File: config.mk
export PLATFORM = sky130hd
export DESIGN_NAME = sar_result_reader
export DESIGN_NICKNAME = d
export VERILOG_FILES = /design/src/rtl/sar_result_reader.sv
export SDC_FILE = /design/constraint.sdc
export NUM_CORES = 1
export LEC_CHECK = 0
export ABC_AREA = 1
export BUFFER_PORTS_ARGS = -buffer_cell sky130_fd_sc_hd__buf_2
export CORE_MARGIN = 2
export CORE_UTILIZATION = 52
export CTS_BUF_LIST = sky130_fd_sc_hd__clkbuf_2 sky130_fd_sc_hd__clkbuf_4 sky130_fd_sc_hd__clkbuf_8
export DETAILED_ROUTE_END_ITERATION = 8
export PLACE_DENSITY = 0.82
export RECOVER_POWER = 100
export SYNTH_ARGS = -nofsm -noshare
export SYNTH_HDL_FRONTEND = slang
export SYNTH_SLANG_ARGS = --single-unit
File: constraint.sdc
create_clock -name clk_sar -period 1.85 [get_ports clk_sar]
set_input_delay 0.4625 -clock clk_sar [delete_from_list [all_inputs] [get_ports clk_sar]]
set_output_delay 0.4625 -clock clk_sar [all_outputs]
set_load 0.01 [all_outputs]
File: src/rtl/sar_result_reader.sv
// sar_result_reader: conversion controller and MSB-first bit-serial result
// reader for a SAR ADC. A single holding register sits in front of the
// shifter so a conversion can finish while the previous word is still
// being streamed out.
module sar_result_reader #(
    parameter int N_BITS   = 12,
    parameter int CONV_GAP = 2
) (
    input  logic              clk_sar,
    input  logic              rst_n,
    input  logic              enable,
    input  logic              eoc,
    input  logic [N_BITS-1:0] data_in,
    output logic              sar_reset,
    output logic              ser_data,
    output logic              ser_valid,
    input  logic              ser_ready,
    output logic              ser_frame,
    output logic              overrun,
    output logic [7:0]        conv_count
);

    localparam int CNT_W = (N_BITS > 1) ? $clog2(N_BITS) : 1;
    localparam int GAP_W = (CONV_GAP > 1) ? $clog2(CONV_GAP) : 1;

    typedef enum logic [1:0] {IDLE, CONVERT, GAP} conv_state_t;
    typedef enum logic {S_IDLE, S_SHIFT} ser_state_t;

    conv_state_t       conv_state_q, conv_state_d;
    logic [GAP_W-1:0]  gap_cnt_q, gap_cnt_d;
    logic              sar_reset_q, sar_reset_d;
    logic              eoc_prev_q, eoc_prev_d;

    ser_state_t        ser_state_q, ser_state_d;
    logic [N_BITS-1:0] shift_q, shift_d;
    logic [CNT_W-1:0]  bit_cnt_q, bit_cnt_d;
    logic              ser_valid_q, ser_valid_d;
    logic              ser_frame_q, ser_frame_d;

    logic [N_BITS-1:0] hold_q, hold_d;
    logic              hold_full_q, hold_full_d;
    logic              overrun_q, overrun_d;
    logic [7:0]        conv_count_q, conv_count_d;

    logic              eoc_rise;
    logic              capture;
    logic              accept;
    logic              last_accept;
    logic              to_shifter;
    logic              to_hold;
    logic              drop;
    logic              load_en;
    logic [N_BITS-1:0] load_word;

    // Conversion sequencing: start on enable, capture on the eoc rising edge, then hold the SAR in reset for the gap.
    always_comb begin
        conv_state_d = conv_state_q;
        gap_cnt_d    = gap_cnt_q;
        capture      = 1'b0;
        eoc_prev_d   = eoc;
        eoc_rise     = (conv_state_q == CONVERT) && eoc && !eoc_prev_q;
        case (conv_state_q)
            IDLE: begin
                if (enable) begin
                    conv_state_d = CONVERT;
                end
            end
            CONVERT: begin
                if (!enable) begin
                    conv_state_d = IDLE;
                end else if (eoc_rise) begin
                    capture      = 1'b1;
                    conv_state_d = GAP;
                    gap_cnt_d    = GAP_W'(CONV_GAP - 1);
                end
            end
            GAP: begin
                if (gap_cnt_q == '0) begin
                    conv_state_d = enable ? CONVERT : IDLE;
                end else begin
                    gap_cnt_d = gap_cnt_q - 1'b1;
                end
            end
            default: begin
                conv_state_d = IDLE;
            end
        endcase
        sar_reset_d = (conv_state_d != CONVERT);
    end

    // Route a captured word: straight into a free shifter, else the holding register, else drop it.
    always_comb begin
        accept      = ser_valid_q && ser_ready;
        last_accept = accept && (bit_cnt_q == '0);
        to_shifter  = capture && ((ser_state_q == S_IDLE) || (last_accept && !hold_full_q));
        to_hold     = capture && !to_shifter && (!hold_full_q || last_accept);
        drop        = capture && !to_shifter && !to_hold;
    end

    // Serializer: shift out MSB-first on each handshake, refilling from the holding register without a bubble.
    always_comb begin
        ser_state_d  = ser_state_q;
        shift_d      = shift_q;
        bit_cnt_d    = bit_cnt_q;
        ser_valid_d  = ser_valid_q;
        ser_frame_d  = ser_frame_q;
        hold_d       = hold_q;
        hold_full_d  = hold_full_q;
        load_en      = 1'b0;
        load_word    = data_in;
        if (ser_state_q == S_IDLE) begin
            if (to_shifter) begin
                load_en = 1'b1;
            end
        end else if (last_accept) begin
            if (hold_full_q) begin
                load_en     = 1'b1;
                load_word   = hold_q;
                hold_full_d = 1'b0;
            end else if (to_shifter) begin
                load_en = 1'b1;
            end else begin
                ser_state_d = S_IDLE;
                ser_valid_d = 1'b0;
                ser_frame_d = 1'b0;
                shift_d     = '0;
            end
        end else if (accept) begin
            shift_d     = shift_q << 1;
            bit_cnt_d   = bit_cnt_q - 1'b1;
            ser_frame_d = 1'b0;
        end
        if (load_en) begin
            ser_state_d = S_SHIFT;
            shift_d     = load_word;
            bit_cnt_d   = CNT_W'(N_BITS - 1);
            ser_valid_d = 1'b1;
            ser_frame_d = 1'b1;
        end
        if (to_hold) begin
            hold_d      = data_in;
            hold_full_d = 1'b1;
        end
        conv_count_d = conv_count_q + {7'd0, capture};
        overrun_d    = overrun_q | drop;
    end

    // State registers for both the conversion FSM and the serializer.
    always_ff @(posedge clk_sar or negedge rst_n) begin
        if (!rst_n) begin
            conv_state_q <= IDLE;
            gap_cnt_q    <= '0;
            sar_reset_q  <= 1'b1;
            eoc_prev_q   <= 1'b0;
            ser_state_q  <= S_IDLE;
            shift_q      <= '0;
            bit_cnt_q    <= '0;
            ser_valid_q  <= 1'b0;
            ser_frame_q  <= 1'b0;
            hold_q       <= '0;
            hold_full_q  <= 1'b0;
            overrun_q    <= 1'b0;
            conv_count_q <= '0;
        end else begin
            conv_state_q <= conv_state_d;
            gap_cnt_q    <= gap_cnt_d;
            sar_reset_q  <= sar_reset_d;
            eoc_prev_q   <= eoc_prev_d;
            ser_state_q  <= ser_state_d;
            shift_q      <= shift_d;
            bit_cnt_q    <= bit_cnt_d;
            ser_valid_q  <= ser_valid_d;
            ser_frame_q  <= ser_frame_d;
            hold_q       <= hold_d;
            hold_full_q  <= hold_full_d;
            overrun_q    <= overrun_d;
            conv_count_q <= conv_count_d;
        end
    end

    assign sar_reset  = sar_reset_q;
    assign ser_data   = shift_q[N_BITS-1];
    assign ser_valid  = ser_valid_q;
    assign ser_frame  = ser_frame_q;
    assign overrun    = overrun_q;
    assign conv_count = conv_count_q;

endmodule

==> results.cfg <==
[worst_setup_path]
critPathBufInv = 3
cp_slowest_cell = dfrtp_1
worstPathRequired_ns = 2.08
path_class = register to register
cp_top_family = simple AND/OR/NAND/NOR gates
startpoint_type = register
rr_startpoint = bit_cnt_q[1]
slowest_delay_ns = 0.41
crit_start = bit_cnt_q[1]
cp.arrival_ns = 1.93
cp_max_fo = 18
cp_common_cell = nand2_2
end_kind = register
path_cells = inv_1 -> ha_1 -> nand2_2 -> inv_2 -> nand2_2 -> nand2_4 -> nand2_8 -> inv_6 -> nand3_1 -> a21oi_2

[sta]
fmax_ghz = 0.5879
rsz0062_at_grt = no
worst_slew_pin_slew_ns = 0.9282
fin_crit_sh_pct = 91.94
final.min_clock_period_ns = 1.701
whs_ns = 0.2723
setup_violations = 0
final_hold_viol_count = 0
tns_ns = 0
drv_slew = 0
fin_worst_skew_ns = 0.008319
max-slew-margin-rel_pct = 38.12

[placement]
placed_area_um2 = 2793
place.gp.congestion = 0.8749
dpl.hpwl_um = 3461
port_buffers = 29

[cells_and_area]
antenna_cells = 0
drive_above_1_share_pct = 20.65
syn_to_final_growth_pct = 9.801
n_fill_cell = 435
postLayoutCellArea_um2 = 2831
multi_input_area_um2 = 1054
seq_area_um2 = 1152
nets = 358

[clock_tree]
cts-root-buf = clkbuf_8
ctsResizeCount = 0
postCtsSetupBuffers = 0
cts_buffers = 5
cts_hold_buffers = 0
clkTransAtPathRegs_ns = 0.08
clock_latency_ns = 0.30
clock_path_buffers = 2
cts_sinks = 46
ctsHtreeMaxLevel = 2
cts_tree = built

[logic_synthesis]
synthFlopType = dfrtp_1
synth.distinct_cells = 35
synthTopCellsByArea = dfrtp_1 44%, nand2_1 9.5%, inv_1 8.2%, nand3_2 4.7%, nor2_1 3.9%
syn_nets = 323
avgSynthCellArea_um2 = 8.511
synthCells = 303
synth_top_area_share_pct = 43.67
syn-cell-area_um2 = 2579
synth-seq-cells = 46
yosysWarnings = 0
synth_top_area_cell = dfrtp_1
synth-async-reset-ratio_pct = 100.0
synth_seq_area_share_pct = 44.69
synth-edff-count = 0

[routing]
viasPerCell = 4.975
dr.pass1.iters = 4
num_vias = 2020
detail_route.wl_per_cell_um = 12.25
drcViolationCount = 0
drtIter0Drc = 136
finalWirelength_um = 4974
drtAntennaViolNets = 0

[global_routing]
grt_pass1_vias = 1944
grt_max_degree = 30
grt_remaining_overflow = 0
grt_antenna_before_repair = 0
grt_pass1_wl_um = 8500
grt_usage_pct = 20.01

[die]
start_util_pct = 54.24
core.rowCount = 25
fp.dieW_um = 74.42
ioPinCount = 30
dieArea_um2 = 5538
dieHeight_um = 74.42
coreArea_um2 = 4755

[power]
power.density_nw_per_um2 = 1339
leakagePower_nw = 1.512
ir_worst_vdd_mv = 0.6423

[run_status]
outcome = complete, no violations

[worst_hold_path]
worst_hold_path_type = primary input to asynchronous set/reset pin

[run]
max_cap_viol_count = 0
worst reg2reg max path, cell delays in order, from the launching register on:
cell and delay [ns]:
dfrtp_1 0.41, inv_1 0.10, ha_1 0.20, nand2_2 0.09, inv_2 0.07, nand2_2 0.08
nand2_4 0.11, nand2_8 0.12, inv_6 0.15, nand3_1 0.15, a21oi_2 0.15
stage by stage:
step                      setup slack [ns]  total power, mW  util [%]  std cells
after CTS                          0.07256            3.866     61.03        405
after detailed placement           0.03902            3.119     58.74        397
final                               0.1492            3.792     59.55        406
after global placement              0.1042            3.052     58.74        397
after global routing               0.01024            4.111     59.55        406
after floorplan                     0.1184            2.766         -        303
Yosys cell counts, types with 4 or more instances:
cell and number:
a21oi_2 10, buf_6 4, dfrtp_1 45, inv_1 56, inv_2 4, nand2_1 65
nand2_2 6, nand3_1 6, nand3_2 12, nand4_1 13, nor2_1 27, o21ai_1 7
o21ai_2 8, xor2_1 6
metal layers:
metal  wire (um)  GRT usage (%)  share of wire, %
met5           0              0                 0
met2        2454          32.65                49
met4         159          10.52               3.2
met3         252          3.794               5.1
met1        2107          25.31                42
state kept, by name (all words and copies together), names as in the netlist:
name	flops
hold_q	12
shift_q	12
conv_count	8
bit_cnt_q	4
conv_state_q	2
eoc_prev_q	1
gap_cnt_q	1
hold_full_q	1
overrun	1
sar_reset	1
ser_frame	1
ser_state_q	1
ser_valid	1
cells by family after synthesis:
kind of cell	Yosys count	synth area share [%]
buffers and inverters	74	13.20
AO/OA/AOI/OAI	34	9.461
XOR/XNOR	7	2.378
flip-flops	46	44.69
multiplexers	1	0.8733
AND/OR/NAND/NOR	138	27.95
adder cells (fa/ha/maj)	3	1.456
cells in the final DEF, fill, tap and decap left out, types with 3 or more instances in the layout:
| cell | synthesis | layout |
|---|---|---|
| o21ai_2 | 8 | 5 |
| inv_2 | 4 | 3 |
| nand4_1 | 13 | 13 |
| buf_4 | 2 | 8 |
| nand3_2 | 12 | 8 |
| nand2_1 | 65 | 65 |
| inv_1 | 56 | 57 |
| nand2_2 | 6 | 6 |
| o21ai_0 | 3 | 7 |
| dfrtp_1 | 45 | 45 |
| nand3_1 | 6 | 10 |
| o21ai_1 | 7 | 6 |
| nand3_4 | 2 | 3 |
| buf_2 | 3 | 14 |
| clkbuf_8 | 0 | 5 |
| ha_1 | 3 | 3 |
| a21oi_1 | 3 | 8 |
| xor2_1 | 6 | 6 |
| clkbuf_1 | 2 | 16 |
| a21oi_2 | 10 | 5 |
| nor2_1 | 27 | 27 |
worst paths after layout:
| kind | endpoint | slack, ns | depth (start not counted) |
|---|---|---|---|
| hold reg to reg | conv_count[7] | 0.48 | 1 |
| setup / recovery | shift_q[10] | 0.15 | 10 |
| hold / removal | conv_state_q[0] | 0.27 | 1 |
| setup reg to reg | shift_q[10] | 0.15 | 10 |
| max in group asynchronous | shift_q[7] | 0.34 | 2 |
| min in group clk_sar | eoc_prev_q | 0.29 | 1 |
where the power goes:
group	switching, mW	internal (mW)	total, mW
combinational	0.862	0.537	1.40
clock	0.338	0.398	0.736
sequential	0.262	1.39	1.66
total	1.46	2.33	3.79
layout make-up:
cell class	instances	share of cell area, %
flip-flops and latches	46	40.70
multi-input cells	184	37.21
inverters	62	8.396
repair buffers	39	6.893
well taps	67	2.961
clock buffers	5	2.430
clock inverters	3	1.414
Power figures use the tool's default switching activity.
